**src/rtl/rca_if.sv**
```systemverilog
// rtl/rca_if.sv - operand/result bundle for ripple_carry_adder, modport dut.
// Optional signed-overflow signal ovf is present only when RCA_OVF_EN is defined.
interface rca_if #(
  parameter int WIDTH = 4
);
  logic             in_valid;
  logic [WIDTH-1:0] a;
  logic [WIDTH-1:0] b;
  logic             cin;
  logic [WIDTH-1:0] sum;
  logic             cout;
  logic [WIDTH-1:0] carry;
  logic             out_valid;
`ifdef RCA_OVF_EN
  logic             ovf;
`endif

  modport dut (
    input  in_valid,
    input  a,
    input  b,
    input  cin,
    output sum,
    output cout,
    output carry,
`ifdef RCA_OVF_EN
    output ovf,
`endif
    output out_valid
  );
endinterface

```
**src/rtl/ripple_carry_adder.sv**
```systemverilog
// rtl/ripple_carry_adder.sv - registered WIDTH-bit ripple-carry adder of full-adder cells.
// Signed-overflow output and register compiled in only when RCA_OVF_EN is defined.
module rca_full_adder (
  input  logic a,
  input  logic b,
  input  logic c_in,
  output logic s,
  output logic c_out
);
  assign s     = a ^ b ^ c_in;
  assign c_out = (a & b) | (c_in & (a ^ b));
endmodule

module ripple_carry_adder #(
  parameter int WIDTH = 4
) (
  input  logic clk,
  input  logic rst,
  rca_if.dut   bus
);
  logic [WIDTH-1:0] chain_sum;
  logic [WIDTH-1:0] chain_carry;

  // Cell i consumes the carry-out of cell i-1; cell 0 consumes cin.
  for (genvar i = 0; i < WIDTH; i++) begin : g_cell
    if (i == 0) begin : g_first
      rca_full_adder u_fa (
        .a     (bus.a[i]),
        .b     (bus.b[i]),
        .c_in  (bus.cin),
        .s     (chain_sum[i]),
        .c_out (chain_carry[i])
      );
    end else begin : g_next
      rca_full_adder u_fa (
        .a     (bus.a[i]),
        .b     (bus.b[i]),
        .c_in  (chain_carry[i-1]),
        .s     (chain_sum[i]),
        .c_out (chain_carry[i])
      );
    end
  end

  logic [WIDTH-1:0] sum_q, sum_d;
  logic [WIDTH-1:0] carry_q, carry_d;
  logic             valid_q, valid_d;

`ifdef RCA_OVF_EN
  logic chain_ovf;
  logic ovf_q, ovf_d;

  // Overflow is carry into the MSB cell xor carry out of it.
  if (WIDTH == 1) begin : g_ovf_w1
    assign chain_ovf = bus.cin ^ chain_carry[0];
  end else begin : g_ovf_wn
    assign chain_ovf = chain_carry[WIDTH-2] ^ chain_carry[WIDTH-1];
  end

  always_comb begin
    ovf_d = ovf_q;
    if (bus.in_valid) ovf_d = chain_ovf;
  end

  always_ff @(posedge clk or posedge rst) begin
    if (rst) ovf_q <= 1'b0;
    else     ovf_q <= ovf_d;
  end

  assign bus.ovf = ovf_q;
`endif

  always_comb begin
    sum_d   = sum_q;
    carry_d = carry_q;
    valid_d = 1'b0;
    if (bus.in_valid) begin
      sum_d   = chain_sum;
      carry_d = chain_carry;
      valid_d = 1'b1;
    end
  end

  always_ff @(posedge clk or posedge rst) begin
    if (rst) begin
      sum_q   <= '0;
      carry_q <= '0;
      valid_q <= 1'b0;
    end else begin
      sum_q   <= sum_d;
      carry_q <= carry_d;
      valid_q <= valid_d;
    end
  end

  // cout is the registered carry-out of the MSB cell.
  assign bus.sum       = sum_q;
  assign bus.carry     = carry_q;
  assign bus.cout      = carry_q[WIDTH-1];
  assign bus.out_valid = valid_q;
endmodule

```
**src/flat_wrapper.sv**
```systemverilog
// flat-port wrapper written by rule: the top's interface ports become plain ports
module ripple_carry_adder_flat 
#(
  parameter int WIDTH = 4
)
  (clk, rst, bus_in_valid, bus_a, bus_b, bus_cin, bus_sum, bus_cout, bus_carry, bus_out_valid);
  rca_if #(.WIDTH(WIDTH)) bus_i ();
  input  logic clk;
  input  logic rst;
  input wire logic [$bits(bus_i.in_valid)-1:0] bus_in_valid;
  input wire logic [$bits(bus_i.a)-1:0] bus_a;
  input wire logic [$bits(bus_i.b)-1:0] bus_b;
  input wire logic [$bits(bus_i.cin)-1:0] bus_cin;
  output wire logic [$bits(bus_i.sum)-1:0] bus_sum;
  output wire logic [$bits(bus_i.cout)-1:0] bus_cout;
  output wire logic [$bits(bus_i.carry)-1:0] bus_carry;
  output wire logic [$bits(bus_i.out_valid)-1:0] bus_out_valid;
  assign bus_i.in_valid = bus_in_valid;
  assign bus_i.a = bus_a;
  assign bus_i.b = bus_b;
  assign bus_i.cin = bus_cin;
  assign bus_sum = bus_i.sum;
  assign bus_cout = bus_i.cout;
  assign bus_carry = bus_i.carry;
  assign bus_out_valid = bus_i.out_valid;
  ripple_carry_adder #(.WIDTH(WIDTH)) u_core (.clk(clk), .rst(rst), .bus(bus_i));
endmodule
```
**config.mk**
```make
export PLATFORM = sky130hd
export DESIGN_NAME = ripple_carry_adder_flat
export DESIGN_NICKNAME = d
export VERILOG_FILES = /design/src/rtl/rca_if.sv /design/src/rtl/ripple_carry_adder.sv /design/src/flat_wrapper.sv
export SDC_FILE = /design/constraint.sdc
export NUM_CORES = 1
export LEC_CHECK = 0
export ABC_AREA = 0
export CAP_MARGIN = 20
export CORE_AREA = 2 2 39 41
export DETAILED_ROUTE_END_ITERATION = 8
export DIE_AREA = 0 0 41 43
export GPL_ROUTABILITY_DRIVEN = 0
export GPL_TIMING_DRIVEN = 1
export PLACE_DENSITY = 0.69
export SYNTH_ARGS = -nofsm -noshare
export SYNTH_HDL_FRONTEND = slang
export SYNTH_SLANG_ARGS = --single-unit
export TNS_END_PERCENT = 50
```
**constraint.sdc**
```tcl
create_clock -name clk -period 1.2 [get_ports clk]
set_clock_uncertainty 0.2 [all_clocks]
set_input_delay 0.18 -clock clk [delete_from_list [all_inputs] [get_ports clk]]
set_output_delay 0.18 -clock clk [all_outputs]
set_load 0.01 [all_outputs]
```
==> run summary <==
==================================================================================
Status                                                                complete, but fails checks
Failing checks                                                        negative hold slack, negative setup slack
# rows                                                                          14
Final Total Pwr                                                           0.952 mW
Warnings from Yosys                                                              0
Avg Synthesized Cell Area                                                 18.7 um2
Setup repair after global routing missed its margin                           true
Clock root cell                                                       sky130_fd_sc_hd__clkbuf_4
Area added between synthesis and finish                                      60.9%
CTS Sinks                                                                        9
Count of nets after finishing                                                   72
Required time at the endpoint of the critical path                         1.16 ns
Worst setup SP type                                                     input port
Antenna diode count                                                              0
Total instance count after detailed placement                                   63
Startpoint-to-endpoint class of the critical path                     input port to flip-flop
Antenna violations before repair                                                 0
ANT nets after route                                                             0
Netlist area before placement                                              448 um2
Crit. End Element                                                        flip-flop
Number of hold violations in the final report                                    9
Proportion of synthesized chip area in sequential cells                      50.3%
Worst-Margin Slew                                                         0.342 ns
First-pass GRT wire length                                                 1570 um
Total length of routed wires                                                993 um
Core outline area                                                         1380 um2
Routed wirelength normalized by instance count                             14.0 um
Worst skew pair latency                                                    0.27 ns
Worst slack at placement                                                  -1.61 ns
Most frequent cells in the layout                                     sky130_fd_sc_hd__buf_2 (11), sky130_fd_sc_hd__dfrtp_1 (9), sky130_fd_sc_hd__mux2_4 (8)
All-Layer GR Usage                                                           14.3%
Number of global-route vias before repair                                      339
Detail-routed via count per cell                                              4.38
Count of cell types in the netlist                                               6
First DRT Iteration DRCs                                                         7
Total Die Area                                                            1760 um2
Final period util                                                             180%
Number of maximum-capacitance constraint violations                              0
Final core utilization                                                       52.1%
Number of failing setup endpoints in the final timing report                     7
Leading cell type in the layout, fill and taps excluded               sky130_fd_sc_hd__buf_2
Clock buffer count from CTS                                                      3
Share of final-layout standard cells stronger than drive strength 1          67.3%
Number of buffer cells added on primary ports                                   21
Effective utilization at floorplan                                           32.4%
Die span in y                                                                43 um
CTS clock-pin slew for the worst setup and hold paths                      0.07 ns
Number of ports placed on the die boundary                                      22
Dpl hpwl                                                                    739 um
Worst-case setup margin in the final layout                              -0.964 ns
Width of the chip                                                            41 um
Vias                                                                           311
Final period demand of the worst path                                      2.16 ns
Number of pins with negative max-slew slack in the final report                  0
Ratio of total power to cell area                                      1320 nW/um2
Static Leakage                                                            0.363 nW
Filler-free cell count of the finished design                                   71
Clock tree from TritonCTS                                                      yes
Drt drc                                                                          0
Worst slack on hold paths                                               -0.0331 ns
1st-pass router iterations                                                       4
Deepest level of the CTS H-tree                                                  1
Maximum number of buffers from clock root to sink                                2
Maximum vdd drop                                                            580 uV
Gr ovfl total                                                                    0
Cells after Synth                                                               24
Worst-case headroom to the max-slew limit                                    77.2%
Setup Total Neg Slack                                                     -3.46 ns
Number of flip-flops and latches in the synthesized netlist                      9
Arrival time of data at the critical path endpoint                         2.12 ns
Type of the tightest min-delay check                                  input port to asynchronous set/reset pin
Highest net fanout along the worst path                                          2
Highest clock rate                                                       0.462 GHz
Syn_nets                                                                        40
Pin count of the biggest net entering global routing                            10
==================================================================================
flip-flops by register name (all words and copies together), names as in the netlist:
name,flops
u_core.bus.sum,4
u_core.bus.out_valid,1
u_core.bus.carry,4
cells by family (layout without fill, tap and decap cells):
family | Yosys count | after routing | share of synthesized area (%)
flops | 9 | 9 | 50.3
mux | 8 | 8 | 26.8
buf+inv | 3 | 34 | 5.03
fa+ha+maj | 4 | 4 | 17.9
stage by stage:
stage	hold slack, ns	cell area (um2)
floorplan	-0.192	458
detailed placement	0.262	712
finish	-0.0331	721
CTS	-0.0269	711
global route	0.0110	721
global placement	0.253	712
where the power goes:
part | switching (mW) | leakage [nW] | total (mW) | internal, mW
logic | 0.119 | 0.240 | 0.329 | 0.210
registers | 0.0259 | 0.105 | 0.380 | 0.354
clock network | 0.119 | 0.0177 | 0.243 | 0.123
total | 0.264 | 0.363 | 0.952 | 0.687
worst max-delay path: stages:
cell and delay (ns):
sky130_fd_sc_hd__buf_6 0.09, sky130_fd_sc_hd__fa_2 0.39, sky130_fd_sc_hd__fa_2 0.37, sky130_fd_sc_hd__fa_2 0.38, sky130_fd_sc_hd__fa_2 0.45, sky130_fd_sc_hd__mux2_4 0.26
routing by layer:
layer  vias up  track usage (%)  wire (um)
li1        139                -          -
met1       154             15.8        335
met4         0             12.0         34
met3         4             6.81         64
met2        14             19.7        558
met5         -                0          0
final cells by class:
type	count	area, um2
Fill cell	118	663
Timing Repair Buffer	29	234
Sequential cell	9	225
Multi-Input combinational cell	12	210
Clock buffer	3	22.5
Tap cell	16	20.0
Clock inverter	1	5.00
Inverter	1	3.75
synth_stat cells:
| cell type | n | area, um2 |
|---|---|---|
| sky130_fd_sc_hd__buf_4 | 1 | 7.51 |
| sky130_fd_sc_hd__buf_6 | 1 | 11.3 |
| sky130_fd_sc_hd__dfrtp_1 | 9 | 225 |
| sky130_fd_sc_hd__fa_1 | 4 | 80.1 |
| sky130_fd_sc_hd__inv_1 | 1 | 3.75 |
| sky130_fd_sc_hd__mux2_4 | 8 | 120 |
final timing paths:
| kind | from | endpoint | slack [ns] | cells after the start |
|---|---|---|---|---|
| min in group clk | bus_in_valid | u_core.bus.out_valid$_DFF_PP0_ | 0.03 | 2 |
| worst min register to register | u_core.bus.carry[1]$_DFFE_PP0P_ | u_core.bus.carry[1]$_DFFE_PP0P_ | 0.32 | 1 |
| max in group asynchronous | rst | u_core.bus.carry[0]$_DFFE_PP0P_ | 0.58 | 2 |
| worst min-delay path | rst | u_core.bus.out_valid$_DFF_PP0_ | -0.03 | 2 |
| worst max register to register | u_core.bus.carry[3]$_DFFE_PP0P_ | u_core.bus.carry[3]$_DFFE_PP0P_ | 0.12 | 2 |
| worst max-delay path | bus_a[0] | u_core.bus.sum[3]$_DFFE_PP0P_ | -0.96 | 6 |
what timing repair did:
action	4_1_cts	5_1_grt
setup buffers	3	1
setup endpoints to repair	18	11
pin swaps	4	1
gates resized for setup	57	1
hold endpoints to repair	9	0
Power figures use the tool's default switching activity.
